File: config.mk
export PLATFORM = sky130hd
export DESIGN_NAME = sprite_attr_table
export DESIGN_NICKNAME = d
export VERILOG_FILES = /design/src/rtl/sprite_attr_pkg.sv /design/src/rtl/attr_burst_ctrl.sv /design/src/rtl/sprite_attr_table.sv
export SDC_FILE = /design/constraint.sdc
export NUM_CORES = 1
export LEC_CHECK = 0
export BUFFER_PORTS_ARGS = -buffer_cell sky130_fd_sc_hd__buf_2
export CAP_MARGIN = 20
export CORE_MARGIN = 1
export CORE_UTILIZATION = 41
export CTS_BUF_LIST = sky130_fd_sc_hd__clkbuf_4 sky130_fd_sc_hd__clkbuf_8 sky130_fd_sc_hd__clkbuf_16
export CTS_CLUSTER_SIZE = 10
export DETAILED_ROUTE_END_ITERATION = 16
export GPL_TIMING_DRIVEN = 0
export PLACE_DENSITY = 0.59
export SLEW_MARGIN = 20
export SYNTH_ARGS = -nofsm -noshare
export SYNTH_HDL_FRONTEND = slang
export SYNTH_SLANG_ARGS = --single-unit
File: constraint.sdc
create_clock -name Clk -period 2.16 [get_ports Clk]
set_input_delay 0.432 -clock Clk [delete_from_list [all_inputs] [get_ports Clk]]
set_output_delay 0.432 -clock Clk [all_outputs]
set_load 0.01 [all_outputs]
File: src/rtl/sprite_attr_pkg.sv
// rtl/sprite_attr_pkg.sv - shared types and helpers for the double-buffered sprite attribute table
package sprite_attr_pkg;

  typedef enum logic [1:0] {
    IDLE        = 2'd0,
    BURST       = 2'd1,
    COMMIT_PEND = 2'd2
  } state_t;

  localparam int unsigned PARITY_MAX_W = 64;

  // Even parity: the stored bit makes the total count of ones even
  function automatic logic even_parity(input logic [PARITY_MAX_W-1:0] d);
    return ^d;
  endfunction

  function automatic int unsigned clamp_len(input int unsigned len, input int unsigned n);
    return (len > n) ? n : len;
  endfunction

endpackage

File: src/rtl/attr_burst_ctrl.sv
// rtl/attr_burst_ctrl.sv - burst/commit sequencer: FSM, wrapping write pointer, beat count, pending commit
module attr_burst_ctrl
  import sprite_attr_pkg::*;
#(
  parameter int NUM_ENTRIES = 8,
  parameter int ADDR_W      = $clog2(NUM_ENTRIES)
) (
  input  logic              Clk,
  input  logic              Reset,
  input  logic              Burst_start,
  input  logic [ADDR_W:0]   Burst_len,
  input  logic [ADDR_W-1:0] Addr,
  input  logic              Burst_valid,
  input  logic              Commit,
  output logic              Burst_ready,
  output logic              Burst_done,
  output logic              Busy,
  output logic              beat_en,
  output logic [ADDR_W-1:0] beat_ptr,
  output logic              copy_en
);

  state_t            state;
  logic [ADDR_W:0]   remain;
  logic [ADDR_W-1:0] ptr;
  logic              pend;
  logic [ADDR_W:0]   len_clamped;

  assign len_clamped = (ADDR_W+1)'(clamp_len(32'(Burst_len), NUM_ENTRIES));
  assign beat_en     = Burst_valid & Burst_ready;
  assign beat_ptr    = ptr;
  assign copy_en     = ((state == IDLE) & Commit) | (state == COMMIT_PEND);

  always_ff @(posedge Clk or negedge Reset) begin
    if (!Reset) begin
      state       <= IDLE;
      remain      <= '0;
      ptr         <= '0;
      pend        <= 1'b0;
      Burst_ready <= 1'b0;
      Burst_done  <= 1'b0;
      Busy        <= 1'b0;
    end else begin
      Burst_done <= 1'b0;
      case (state)
        IDLE: begin
          if (Burst_start && (Burst_len != '0)) begin
            state       <= BURST;
            ptr         <= Addr;
            remain      <= len_clamped;
            pend        <= 1'b0;
            Burst_ready <= 1'b1;
            Busy        <= 1'b1;
          end
        end
        BURST: begin
          if (Commit) pend <= 1'b1;
          if (beat_en) begin
            ptr    <= (ptr >= ADDR_W'(NUM_ENTRIES-1)) ? '0 : ptr + 1'b1;
            remain <= remain - 1'b1;
            if (remain == (ADDR_W+1)'(1)) begin
              // Commit arriving with the last beat still defers the copy so that beat is included
              Burst_done  <= 1'b1;
              Burst_ready <= 1'b0;
              pend        <= 1'b0;
              if (pend || Commit) begin
                state <= COMMIT_PEND;
              end else begin
                state <= IDLE;
                Busy  <= 1'b0;
              end
            end
          end
        end
        COMMIT_PEND: begin
          state <= IDLE;
          Busy  <= 1'b0;
        end
        default: begin
          state       <= IDLE;
          Burst_ready <= 1'b0;
          Busy        <= 1'b0;
          pend        <= 1'b0;
        end
      endcase
    end
  end

endmodule

File: src/rtl/sprite_attr_table.sv
// rtl/sprite_attr_table.sv - shadow/active sprite attribute banks; optional parity via SPRITE_ATTR_PARITY_EN
module sprite_attr_table
  import sprite_attr_pkg::*;
#(
  parameter int NUM_ENTRIES = 8,
  parameter int DATA_W      = 8,
  parameter int ADDR_W      = $clog2(NUM_ENTRIES)
) (
  input  logic                          Clk,
  input  logic                          Reset,
  input  logic                          Load,
  input  logic [ADDR_W-1:0]             Addr,
  input  logic [DATA_W-1:0]             Data_in,
  input  logic                          Burst_start,
  input  logic [ADDR_W:0]               Burst_len,
  input  logic                          Burst_valid,
  input  logic [DATA_W-1:0]             Burst_data,
  output logic                          Burst_ready,
  output logic                          Burst_done,
  input  logic                          Commit,
  output logic                          Busy,
  output logic [NUM_ENTRIES*DATA_W-1:0] Dout,
  output logic                          Parity_err
);

  logic [DATA_W-1:0] shadow     [NUM_ENTRIES];
  logic [DATA_W-1:0] shadow_nxt [NUM_ENTRIES];
  logic [DATA_W-1:0] active     [NUM_ENTRIES];
  logic              beat_en;
  logic [ADDR_W-1:0] beat_ptr;
  logic              copy_en;
  logic              addr_ok;
  logic              ptr_ok;

  attr_burst_ctrl #(
    .NUM_ENTRIES (NUM_ENTRIES),
    .ADDR_W      (ADDR_W)
  ) u_ctrl (
    .Clk         (Clk),
    .Reset       (Reset),
    .Burst_start (Burst_start),
    .Burst_len   (Burst_len),
    .Addr        (Addr),
    .Burst_valid (Burst_valid),
    .Commit      (Commit),
    .Burst_ready (Burst_ready),
    .Burst_done  (Burst_done),
    .Busy        (Busy),
    .beat_en     (beat_en),
    .beat_ptr    (beat_ptr),
    .copy_en     (copy_en)
  );

  assign addr_ok = ({1'b0, Addr} < (ADDR_W+1)'(NUM_ENTRIES));
  assign ptr_ok  = ({1'b0, beat_ptr} < (ADDR_W+1)'(NUM_ENTRIES));

  // Commit copies from shadow_nxt so a same-cycle write lands in the active bank (write-first)
  always_comb begin
    for (int i = 0; i < NUM_ENTRIES; i++) shadow_nxt[i] = shadow[i];
    if (Load && !Busy && addr_ok) shadow_nxt[Addr] = Data_in;
    if (beat_en && ptr_ok) shadow_nxt[beat_ptr] = Burst_data;
  end

  always_ff @(posedge Clk or negedge Reset) begin
    if (!Reset) begin
      for (int i = 0; i < NUM_ENTRIES; i++) begin
        shadow[i] <= '0;
        active[i] <= '0;
      end
    end else begin
      for (int i = 0; i < NUM_ENTRIES; i++) begin
        shadow[i] <= shadow_nxt[i];
        if (copy_en) active[i] <= shadow_nxt[i];
      end
    end
  end

  always_comb begin
    Dout = '0;
    for (int i = 0; i < NUM_ENTRIES; i++) Dout[i*DATA_W +: DATA_W] = active[i];
  end

`ifdef SPRITE_ATTR_PARITY_EN
  logic [NUM_ENTRIES-1:0] active_par;
  logic                   par_mismatch;

  always_comb begin
    par_mismatch = 1'b0;
    for (int i = 0; i < NUM_ENTRIES; i++)
      par_mismatch = par_mismatch | (even_parity(PARITY_MAX_W'(active[i])) ^ active_par[i]);
  end

  always_ff @(posedge Clk or negedge Reset) begin
    if (!Reset) begin
      active_par <= '0;
      Parity_err <= 1'b0;
    end else begin
      if (copy_en)
        for (int i = 0; i < NUM_ENTRIES; i++)
          active_par[i] <= even_parity(PARITY_MAX_W'(shadow_nxt[i]));
      Parity_err <= Parity_err | par_mismatch;
    end
  end
`else
  assign Parity_err = 1'b0;
`endif

endmodule
==> metrics.md <==
| Metric | Value |
|---|---|
| Latest clock arrival within the worst-skew pair | `430 ps` |
| Worst Hold Depth | `3` |
| # diodes | `0` |
| Flops & latches, synth | `141` |
| Hold path start | `Commit` |
| Crit path max fanout | `9` |
| Cell accounting for the most synthesized area | `dfrtp_1` |
| Worst Path Buf+Inv | `1` |
| Final Hold Viols | `0` |
| Drt drc | `0` |
| Final non-filler cell total | `1026` |
| HPWL Detailed | `14.3 mm` |
| First-pass GRT wire length | `32.1 mm` |
| Largest net degree at the start of global routing | `73` |
| H-tree Lvls | `4` |
| Filler cells | `1488` |
| First drt pass iteration count | `5` |
| Synth Area in Compound Gates | `a little over a fifth` |
| Port bufs | `85` |
| Hold EP | `u_ctrl.state[1]` |
| F_max | `505 MHz` |
| Ys Warns | `0` |
| Overflow after GRT | `0` |
| Syn Nets | `730` |
| Clk buf depth | `2` |
| NetSw | `4.53 mW` |
| Antenna violations before repair | `0` |
| Commonest non-fill, non-tap cell in the layout | `nor2_1` |
| Pint | `7.72 mW` |
| Startpoint Class | `flip-flop` |
| Top area cells in the synthesized netlist | `dfrtp_1 (55%), nor2_1 (8.3%), o31ai_1 (7.4%)` |
| Die Height | `128 um` |
| Iter 0 DRT Violations | `461` |
| CTS Buf Count | `17` |
| Most frequent cells in the layout | `nor2_1 (143), dfrtp_1 (141), buf_2 (95)` |
| Reg clk slew, reported paths | `around 60 ps` |
| CP required | `2450 ps` |
| Final slew viol count | `0` |
| Layout cells sized above 1 | `between 10% and 20%` |
| Final Util | `51.2%` |
| Worst slew pin tran | `821 ps` |
| Combinational power share | `a little under two fifths` |
| Post-Place Cells | `a little under 1000` |
| Power per standard cell area | `1560 nW/um^2` |
| R2r endpoint | `Dout[63]` |
| Initial core utilization | `42.2%` |
| R2R depth | `5` |
| Sequential fraction of design power | `37.2%` |
| Root Buffer | `clkbuf_16` |
| TritonCTS clock tree | `yes` |
| Vias in the first global route | `5750` |
| Critical Path, Cell by Cell | `nand3b_1 -> or2_2 -> clkbuf_1 -> a21oi_1 -> o31ai_1` |
| Busiest grt layer | `met2` |
| Vias per std cell | `around 5.7` |
| Post-Synth XOR/XNOR Area | `0%` |
| Clock power frac | `25.8%` |
| GR Util met3 | `5.28%` |
| Post-Synthesis Cells | `around 700` |
| Total GRT Usage | `about a quarter` |
| Clock skew | `between 9 and 10 ps` |
| Top_reg_cell synth | `dfrtp_1` |
| Nets | `about 840` |
| Die X | `about 130 um` |
| Critical Path AT | `2270 ps` |
| Area share of fa/ha/maj cells after synthesis | `less than 1%` |
| GP Congestion | `0.920` |
| CP peak stage delay | `520 ps` |
| Period utilization | `between 90% and 100%` |
| Yosys cell types | `39` |
| Post-synthesis sequential area ratio | `54.6%` |
| Sink Count | `141` |
| Status | `finished, final reports clean` |
| Final Setup Violations | `0` |
| Syn Std Cell Area | `around 6500 um^2` |
| M1 GR Usage | `a little under two fifths` |
| Antenna-violating nets left | `0` |
| Via count | `5850` |
| Core ar. | `15300 um^2` |
| Relative slew slack | `45.3%` |
| Cell Rows | `45` |
| Setup CP Type | `reg2reg` |
| RSZ-0062 raised after global routing | `no` |
| Area growth syn-to-layout | `21.3%` |
| Ports | `97` |
| Worst Setup End Kind | `flip-flop` |
| CP max-delay cell | `dfrtp_1` |
| Switching share of power | `37.0%` |
| Proportion of synthesized area in mux cells | `0%` |
| Crit path time final | `1980 ps` |
| Maxcap violations | `0` |
| Per-cell routed wire length | `about 20 um` |
| Cell family with most CP delay | `simple AND/OR/NAND/NOR gates` |
| WP depth | `5` |
| Met2 usage | `40.4%` |
| Peak VDD IR | `0.000589 V` |
| Syn avg cell area | `between 9 and 10 um^2` |
| Hold crit path type | `in2reg` |
| R2R Setup Slk | `about 180 ps` |
| Share of the synthesized area in the top cell type | `54.6%` |
| Leak pwr | `approximately 3.5 nW` |
| Worst R2R Start | `u_ctrl.Busy` |
| Largest family of logic cells by synthesized area | `compound AO/OA/AOI/OAI gates` |
| WL final | `20.5 mm` |
| EDFF count, synth | `0` |
| Ys async rst share | `between 90% and 100%` |
| Simple-gate share of the synthesized area | `18.1%` |
| Die area | `16300 um^2` |
[how the worst max path moves through the flow]
stage | from | slack (ps) | endpoint
after floorplan | Addr[2] | 470 | Dout[30]
after global routing | u_ctrl.Busy | 40 | Dout[63]
final | u_ctrl.Busy | 180 | Dout[63]
after global placement | Reset | -1300 | shadow[26]
after CTS | u_ctrl.state[1] | 70 | Dout[28]
after detailed placement | u_ctrl.state[1] | -30 | Dout[1]
[flip-flops by register name (all words and copies together), names as in the netlist]
| name | flops |
|---|---|
| shadow | 64 |
| Dout | 64 |
| u_ctrl.Burst_done | 1 |
| u_ctrl.pend | 1 |
| u_ctrl.remain | 4 |
| u_ctrl.Burst_ready | 1 |
| u_ctrl.state | 2 |
| u_ctrl.Busy | 1 |
| u_ctrl.beat_ptr | 3 |
[timing repair]
item / in CTS / in global routing
buffers inserted: 0 / 0
hold buffers: 1 / 0
endpoints found under the hold margin: 42 / 0
endpoints found under the setup margin: 10 / 59
resized for setup: 1 / 6
[per-layer routing]
metal | wire length, um | part of all wire, %
met5 | 0 | 0
met4 | 707 | 3.4
met3 | 1210 | 5.9
met2 | 9210 | 45
met1 | 9380 | 46
[through the flow]
step	area [um^2]	power (mW)	setup WS, ps	TNS [ps]	hold slack, ps
2_1_floorplan	6460	7.47	468	0	136
3_3_place_gp	7150	8.91	-1300	-181140	460
3_5_place_dp	7190	9.10	-28.4	-142	437
4_1_cts	7840	12.3	67.7	0	329
5_1_grt	7840	13.1	39.1	0	344
6_report	7840	12.2	179	0	341
[cell type report]
cell class	instances	area (um^2)	area share, %
flip-flops and latches	141	3530	45.0
multi-input cells	493	2610	33.3
clock buffers	21	474	6.05
repair buffers	87	473	6.03
plain buffers	58	308	3.93
well taps	211	264	3.37
clock inverters	11	164	2.09
inverters	4	15.0	0.192
[power by group through the flow]
| stage | Sequential (mW) | Clock [mW] | Combinational [mW] |
|---|---|---|---|
| detailed placement | 4.58 | 0 | 4.52 |
| CTS | 4.54 | 3.20 | 4.55 |
| global route | 4.69 | 3.31 | 5.05 |
| finish | 4.56 | 3.16 | 4.53 |
| floorplan | 4.73 | 0 | 2.74 |
| global placement | 4.53 | 0 | 4.38 |
[worst min-delay path, stage by stage]
cell	delay (ps)
buf_2	90
nor2_1	60
nor3_1	120
[synth_stat cells (3+ instances only)]
library cell	number
nor3b_1	3
ha_1	4
buf_6	8
nand2_1	73
nand3_1	18
clkbuf_1	34
buf_1	3
nand3b_1	11
o31ai_1	64
o22ai_1	66
dfrtp_1	141
buf_4	3
inv_1	4
or2_2	4
nor3_1	5
buf_2	11
a21oi_1	71
or3b_1	3
nand2b_1	3
nor2_1	143
[cells by family after synthesis]
kind of cell             Yosys count
AND/OR/NAND/NOR                  272
other                              1
flip-flops                       141
adder cells (fa/ha/maj)            4
AO/OA/AOI/OAI                    216
buffers and inverters             63
Power figures use the tool's default switching activity.
